<file path="src/rtl/ps2_host_tx.sv">
// ps2_host_tx
// Host-to-device PS/2 transmitter. It sends one command byte to the device over
// the shared open-drain PS/2 clock/data lines. It sits beside the keyboard
// receive path, which must ignore line activity while busy is high.
//
// State table:
//   IDLE    | lines released, waiting for tx_valid
//   INHIBIT | clock held low for INHIBIT_CYCLES
//   START   | clock and data low for one cycle (start bit)
//   SHIFT   | clock released; data bits, parity and stop driven on device falling edges
//   ACK     | waiting for the device ack on the 11th falling edge
//   RELEASE | waiting for both lines to return high
//
// Ports:
//   clk, rst              system clock, asynchronous active-high reset
//   ps2_clk, ps2_data     line levels at the pins (asynchronous)
//   ps2_clk_oe            1 = pull PS/2 clock low
//   ps2_data_oe           1 = pull PS/2 data low
//   tx_data, tx_valid     byte to send and send request
//   tx_ready              high only in IDLE
//   tx_done, tx_err       one-cycle completion / failure pulses
//   busy                  high in every state except IDLE
module ps2_host_tx #(
  parameter int INHIBIT_CYCLES = 5000,
  parameter int TIMEOUT_CYCLES = 750000
) (
  input  logic       clk,
  input  logic       rst,
  input  logic       ps2_clk,
  input  logic       ps2_data,
  output logic       ps2_clk_oe,
  output logic       ps2_data_oe,
  input  logic [7:0] tx_data,
  input  logic       tx_valid,
  output logic       tx_ready,
  output logic       tx_done,
  output logic       tx_err,
  output logic       busy
);

  localparam int CW = $clog2(INHIBIT_CYCLES + 1);
  localparam int TW = $clog2(TIMEOUT_CYCLES + 1);

  typedef enum logic [2:0] {
    ST_IDLE    = 3'd0,
    ST_INHIBIT = 3'd1,
    ST_START   = 3'd2,
    ST_SHIFT   = 3'd3,
    ST_ACK     = 3'd4,
    ST_RELEASE = 3'd5
  } state_t;

  state_t        state_q, state_d;
  logic [9:0]    shreg_q, shreg_d;
  logic [CW-1:0] cnt_q, cnt_d;
  logic [TW-1:0] tcnt_q, tcnt_d;
  logic [3:0]    bitcnt_q, bitcnt_d;
  logic          clk_oe_q, clk_oe_d;
  logic          data_oe_q, data_oe_d;
  logic          done_q, done_d;
  logic          err_q, err_d;

  logic clk_s1_q, clk_s2_q, clk_prev_q;
  logic dat_s1_q, dat_s2_q;
  logic fe;

  // Two-stage synchronizers; idle level of both lines is 1.
  always_ff @(posedge clk or posedge rst) begin
    if (rst) begin
      clk_s1_q   <= 1'b1;
      clk_s2_q   <= 1'b1;
      clk_prev_q <= 1'b1;
      dat_s1_q   <= 1'b1;
      dat_s2_q   <= 1'b1;
    end else begin
      clk_s1_q   <= ps2_clk;
      clk_s2_q   <= clk_s1_q;
      clk_prev_q <= clk_s2_q;
      dat_s1_q   <= ps2_data;
      dat_s2_q   <= dat_s1_q;
    end
  end

  assign fe = clk_prev_q & ~clk_s2_q;

  always_ff @(posedge clk or posedge rst) begin
    if (rst) begin
      state_q   <= ST_IDLE;
      shreg_q   <= '0;
      cnt_q     <= '0;
      tcnt_q    <= '0;
      bitcnt_q  <= '0;
      clk_oe_q  <= 1'b0;
      data_oe_q <= 1'b0;
      done_q    <= 1'b0;
      err_q     <= 1'b0;
    end else begin
      state_q   <= state_d;
      shreg_q   <= shreg_d;
      cnt_q     <= cnt_d;
      tcnt_q    <= tcnt_d;
      bitcnt_q  <= bitcnt_d;
      clk_oe_q  <= clk_oe_d;
      data_oe_q <= data_oe_d;
      done_q    <= done_d;
      err_q     <= err_d;
    end
  end

  always_comb begin
    state_d   = state_q;
    shreg_d   = shreg_q;
    cnt_d     = cnt_q;
    tcnt_d    = tcnt_q;
    bitcnt_d  = bitcnt_q;
    clk_oe_d  = clk_oe_q;
    data_oe_d = data_oe_q;
    done_d    = 1'b0;
    err_d     = 1'b0;

    case (state_q)
      ST_IDLE: begin
        clk_oe_d  = 1'b0;
        data_oe_d = 1'b0;
        if (tx_valid) begin
          // {stop, odd parity, data}; shifted out LSB first
          shreg_d  = {1'b1, ~^tx_data, tx_data};
          cnt_d    = '0;
          clk_oe_d = 1'b1;
          state_d  = ST_INHIBIT;
        end
      end
      ST_INHIBIT: begin
        cnt_d = cnt_q + 1'b1;
        if (cnt_q == CW'(INHIBIT_CYCLES - 1)) begin
          data_oe_d = 1'b1;
          state_d   = ST_START;
        end
      end
      ST_START: begin
        clk_oe_d  = 1'b0;
        data_oe_d = 1'b1;
        bitcnt_d  = '0;
        tcnt_d    = '0;
        state_d   = ST_SHIFT;
      end
      ST_SHIFT: begin
        tcnt_d = tcnt_q + 1'b1;
        if (fe) begin
          data_oe_d = ~shreg_q[0];
          shreg_d   = {1'b0, shreg_q[9:1]};
          bitcnt_d  = bitcnt_q + 1'b1;
          // the 10th edge has just presented the stop bit
          if (bitcnt_q == 4'd9) state_d = ST_ACK;
        end
      end
      ST_ACK: begin
        tcnt_d = tcnt_q + 1'b1;
        if (fe) begin
          if (!dat_s2_q) begin
            state_d = ST_RELEASE;
          end else begin
            err_d     = 1'b1;
            clk_oe_d  = 1'b0;
            data_oe_d = 1'b0;
            state_d   = ST_IDLE;
          end
        end
      end
      ST_RELEASE: begin
        tcnt_d = tcnt_q + 1'b1;
        if (clk_s2_q && dat_s2_q) begin
          done_d  = 1'b1;
          state_d = ST_IDLE;
        end
      end
      default: begin
        clk_oe_d  = 1'b0;
        data_oe_d = 1'b0;
        state_d   = ST_IDLE;
      end
    endcase

    // Timeout overrides any sub-state decision, including a same-cycle done.
    if ((state_q == ST_SHIFT || state_q == ST_ACK || state_q == ST_RELEASE) &&
        tcnt_q == TW'(TIMEOUT_CYCLES - 1)) begin
      clk_oe_d  = 1'b0;
      data_oe_d = 1'b0;
      done_d    = 1'b0;
      err_d     = 1'b1;
      state_d   = ST_IDLE;
    end
  end

  assign ps2_clk_oe  = clk_oe_q;
  assign ps2_data_oe = data_oe_q;
  assign tx_done     = done_q;
  assign tx_err      = err_q;
  assign tx_ready    = (state_q == ST_IDLE);
  assign busy        = (state_q != ST_IDLE);

endmodule
</file>
<file path="config.mk">
export PLATFORM = sky130hd
export DESIGN_NAME = ps2_host_tx
export DESIGN_NICKNAME = d
export VERILOG_FILES = /design/src/rtl/ps2_host_tx.sv
export SDC_FILE = /design/constraint.sdc
export NUM_CORES = 1
export LEC_CHECK = 0
export ABC_AREA = 1
export CAP_MARGIN = 20
export CORE_UTILIZATION = 50
export CTS_BUF_LIST = sky130_fd_sc_hd__clkbuf_16
export DETAILED_ROUTE_END_ITERATION = 10
export PLACE_DENSITY = 0.69
export SLEW_MARGIN = 15
export SYNTH_ARGS = -nofsm -noshare
export SYNTH_HDL_FRONTEND = slang
export SYNTH_SLANG_ARGS = --single-unit
</file>
<file path="constraint.sdc">
create_clock -name clk -period 2.23 [get_ports clk]
set_input_delay 0.223 -clock clk [delete_from_list [all_inputs] [get_ports clk]]
set_output_delay 0.223 -clock clk [all_outputs]
set_load 0.005 [all_outputs]
</file>
==> impl_metrics.toml <==
[worst_setup_path]
critPathMaxStageDelay_ns = 0.53
crit_path_top_delay_cell = "clkdlybuf4s50_1"
path_cells = "inv_1 -> nand2_1 -> nor2_2 -> clkdlybuf4s50_1"
startpoint_type = "flip-flop"
critical_path_class = "flip-flop to primary output"
arrival_ns = 1.73
worstPathMaxFanout = 6
required_ns = 2.01
critPathTopFamily = "buffers and inverters"
cp-end-kind = "primary output"
worst-path-buf-inv = 2

[job]
maxCapViolCount = 0

[timing]
rsz0062_at_grt = "false"
setup_viol = 0
finalCritPeriodShare_pct = 87.55
setup_tns_ns = 0
fin_crit_ns = 1.952
worst_clock_skew_ns = 0.004107
timing.fmax_ghz = 0.5122
worst_pin_slew_ns = 0.5819
timing.final.hold_violations = 0
maxSlewHeadroom_pct = 61.06
drv_slew = 0

[floorplan]
fp.dieH_um = 84.46
rows = 29
die-area_mm2 = 0.007133
die_w_um = 84.46
initial_core_util_pct = 52.63
core_mm2 = 0.006459
pin_count = 19

[cells_and_area]
stdcell_area_mm2 = 0.003905
area_delta_synth_final_pct = 14.87
fin_cells = 573
final_common_cell = "nand2_1"
final_cell_mix = "133 x nand2_1, 73 x inv_1, 54 x dfrtp_1, 46 x nor2_1, 43 x nand3_1"
fin_nets = 508
num_antenna_cells = 0
drive_above_1_share_pct = 6.452

[grt]
grt_max_degree = 60
grt_antenna_before_repair = 0
grt_pass1_wl_um = 12390
grt_usage_pct = 22.05
grt_remaining_overflow = 0
first_global_vias = 2740

[hold_path]
hold_path.class = "primary input to asynchronous set/reset pin"

[clock_network]
post-cts-setup-buffers = 0
cts_tree = "built"
cts_buffer_depth = 2
clkLatencyLatePin_ns = 0.32
root_buffer = "clkbuf_16"
clkTransAtPathRegs_ns = 0.05
ctsHoldBuffers = 0
cts_htree_levels = 3
cts_resized = 0
cts_buffers = 9
cts_sinks = 59

[placement]
dp_hpwl_um = 5174
gp_congestion = 0.9071
portBuffers = 18
dpl.cell_count = 557
placed_cell_area_mm2 = 0.003650

[synthesis]
avgSynthCellArea_um2 = 7.279
yosysWarnings = 0
seq_area_frac_synth_pct = 43.61
synthCells = 467
syn-num-nets = 484
synth_cell_types = 31
syn_area_mm2 = 0.003400
synth-seq-cells = 59

[route]
post_drt_wl_per_cell_um = 12.65
drc = 4
wl_um = 7248
via_per_inst = 5.304
drt_iter0_drc = 238
vias = 3039
first_pass_iters = 8
ant_nets = 0

[power_and_ir_drop]
leakage_nw = 1.954
ir_drop_mv = 0.7933
power_density_mw_per_mm2 = 1024

[outcome]
violations = "design-rule violations"
outcome = "complete, but fails checks"
[layer usage]
metal,routed length (µm),vias to the layer above,global-route usage [%],share of wire [%]
li1,-,1556,-,-
met1,3534,1381,30.11,49
met2,3272,97,34.80,45
met3,381,5,6.293,5.3
met4,59,0,5.701,0.81
met5,0,-,0,0
[final cells by class]
cell class / instances / area, µm²
Clock buffer: 9 / 225.2
Clock inverter: 7 / 30.03
Fill cell: 595 / 2554
Inverter: 72 / 272.8
Multi-Input combinational cell: 328 / 1583
Sequential cell: 59 / 1483
Tap cell: 77 / 96.34
Timing Repair Buffer: 21 / 215.2
[where the power goes]
group	switching (mW)	total (mW)	internal, mW
sequential	0.177	1.48	1.31
combinational	0.878	1.35	0.467
clock	0.443	1.17	0.727
[metrics by stage]
step	total power [mW]	util, %	hold slack (ns)	setup WS (ns)
detailed placement	2.835	56.51	0.3478	0.4496
global route	4.307	60.46	0.3155	0.1484
global placement	2.784	56.51	0.3456	0.4901
CTS	4.026	60.46	0.2870	0.2791
finish	4.000	60.46	0.2757	0.2775
floorplan	2.481	-	0.2275	0.5589
[flip-flops by register name, indices dropped and copies added (netlist names)]
register	count
dat_s2_q	1
ps2_data_oe	1
tx_done	1
ps2_clk_oe	1
shreg_q	10
cnt_q	13
clk_s1_q	1
tcnt_q	20
clk_s2_q	1
clk_prev_q	1
state_q	3
bitcnt_q	4
tx_err	1
dat_s1_q	1
[cell usage after synthesis]
cell      number  area share (%)
a21oi_1        7             1.0
a21oi_2        1            0.26
a31oi_1        4            0.74
buf_2          4            0.59
buf_6          2            0.66
buf_8          1            0.44
clkbuf_1       1            0.11
dfrtp_1       54              40
dfstp_2        5             3.9
ha_1           4             1.5
inv_1         71             7.8
inv_4          1            0.18
nand2_1      133              15
nand2_2        2            0.37
nand2_4        1            0.33
nand3_1       43             6.3
nand3_2        1            0.29
nand3b_1       1            0.22
nand4_1       12             2.2
nor2_1        46             5.1
nor2_2         3            0.55
nor3_1         7             1.0
o211ai_1       7             1.5
o21a_1         1            0.22
o21ai_0       33             4.9
o21ai_2        1            0.26
o21ai_4        1            0.48
o22ai_1        6             1.1
o31ai_1        3            0.66
xnor2_1        4             1.0
xor2_1         7             1.8
[cell families after synthesis]
logic type               synth area share (%)
AO/OA/AOI/OAI                           11.15
XOR/XNOR                                2.834
adder cells (fa/ha/maj)                 1.472
buffers and inverters                   9.827
flip-flops                              43.61
AND/OR/NAND/NOR                         31.10
[final timing paths]
path	slack, ns	cells past startpoint	endpoint	start
setup / recovery	0.28	4	tx_ready	state_q[1]
hold / removal	0.28	3	tcnt_q[17]	rst
setup reg to reg	0.36	9	state_q[1]	state_q[0]
hold reg to reg	0.36	0	clk_s2_q	clk_s1_q
max in group asynchronous	1.66	3	clk_s1_q	rst
min in group clk	0.31	1	dat_s1_q	ps2_data
[worst min-delay path, cell delays in order]
cell,delay (ns)
clkdlybuf4s50_1,0.41
inv_2,0.07
buf_12,0.28
No activity file was read; power rests on OpenSTA's default activity.
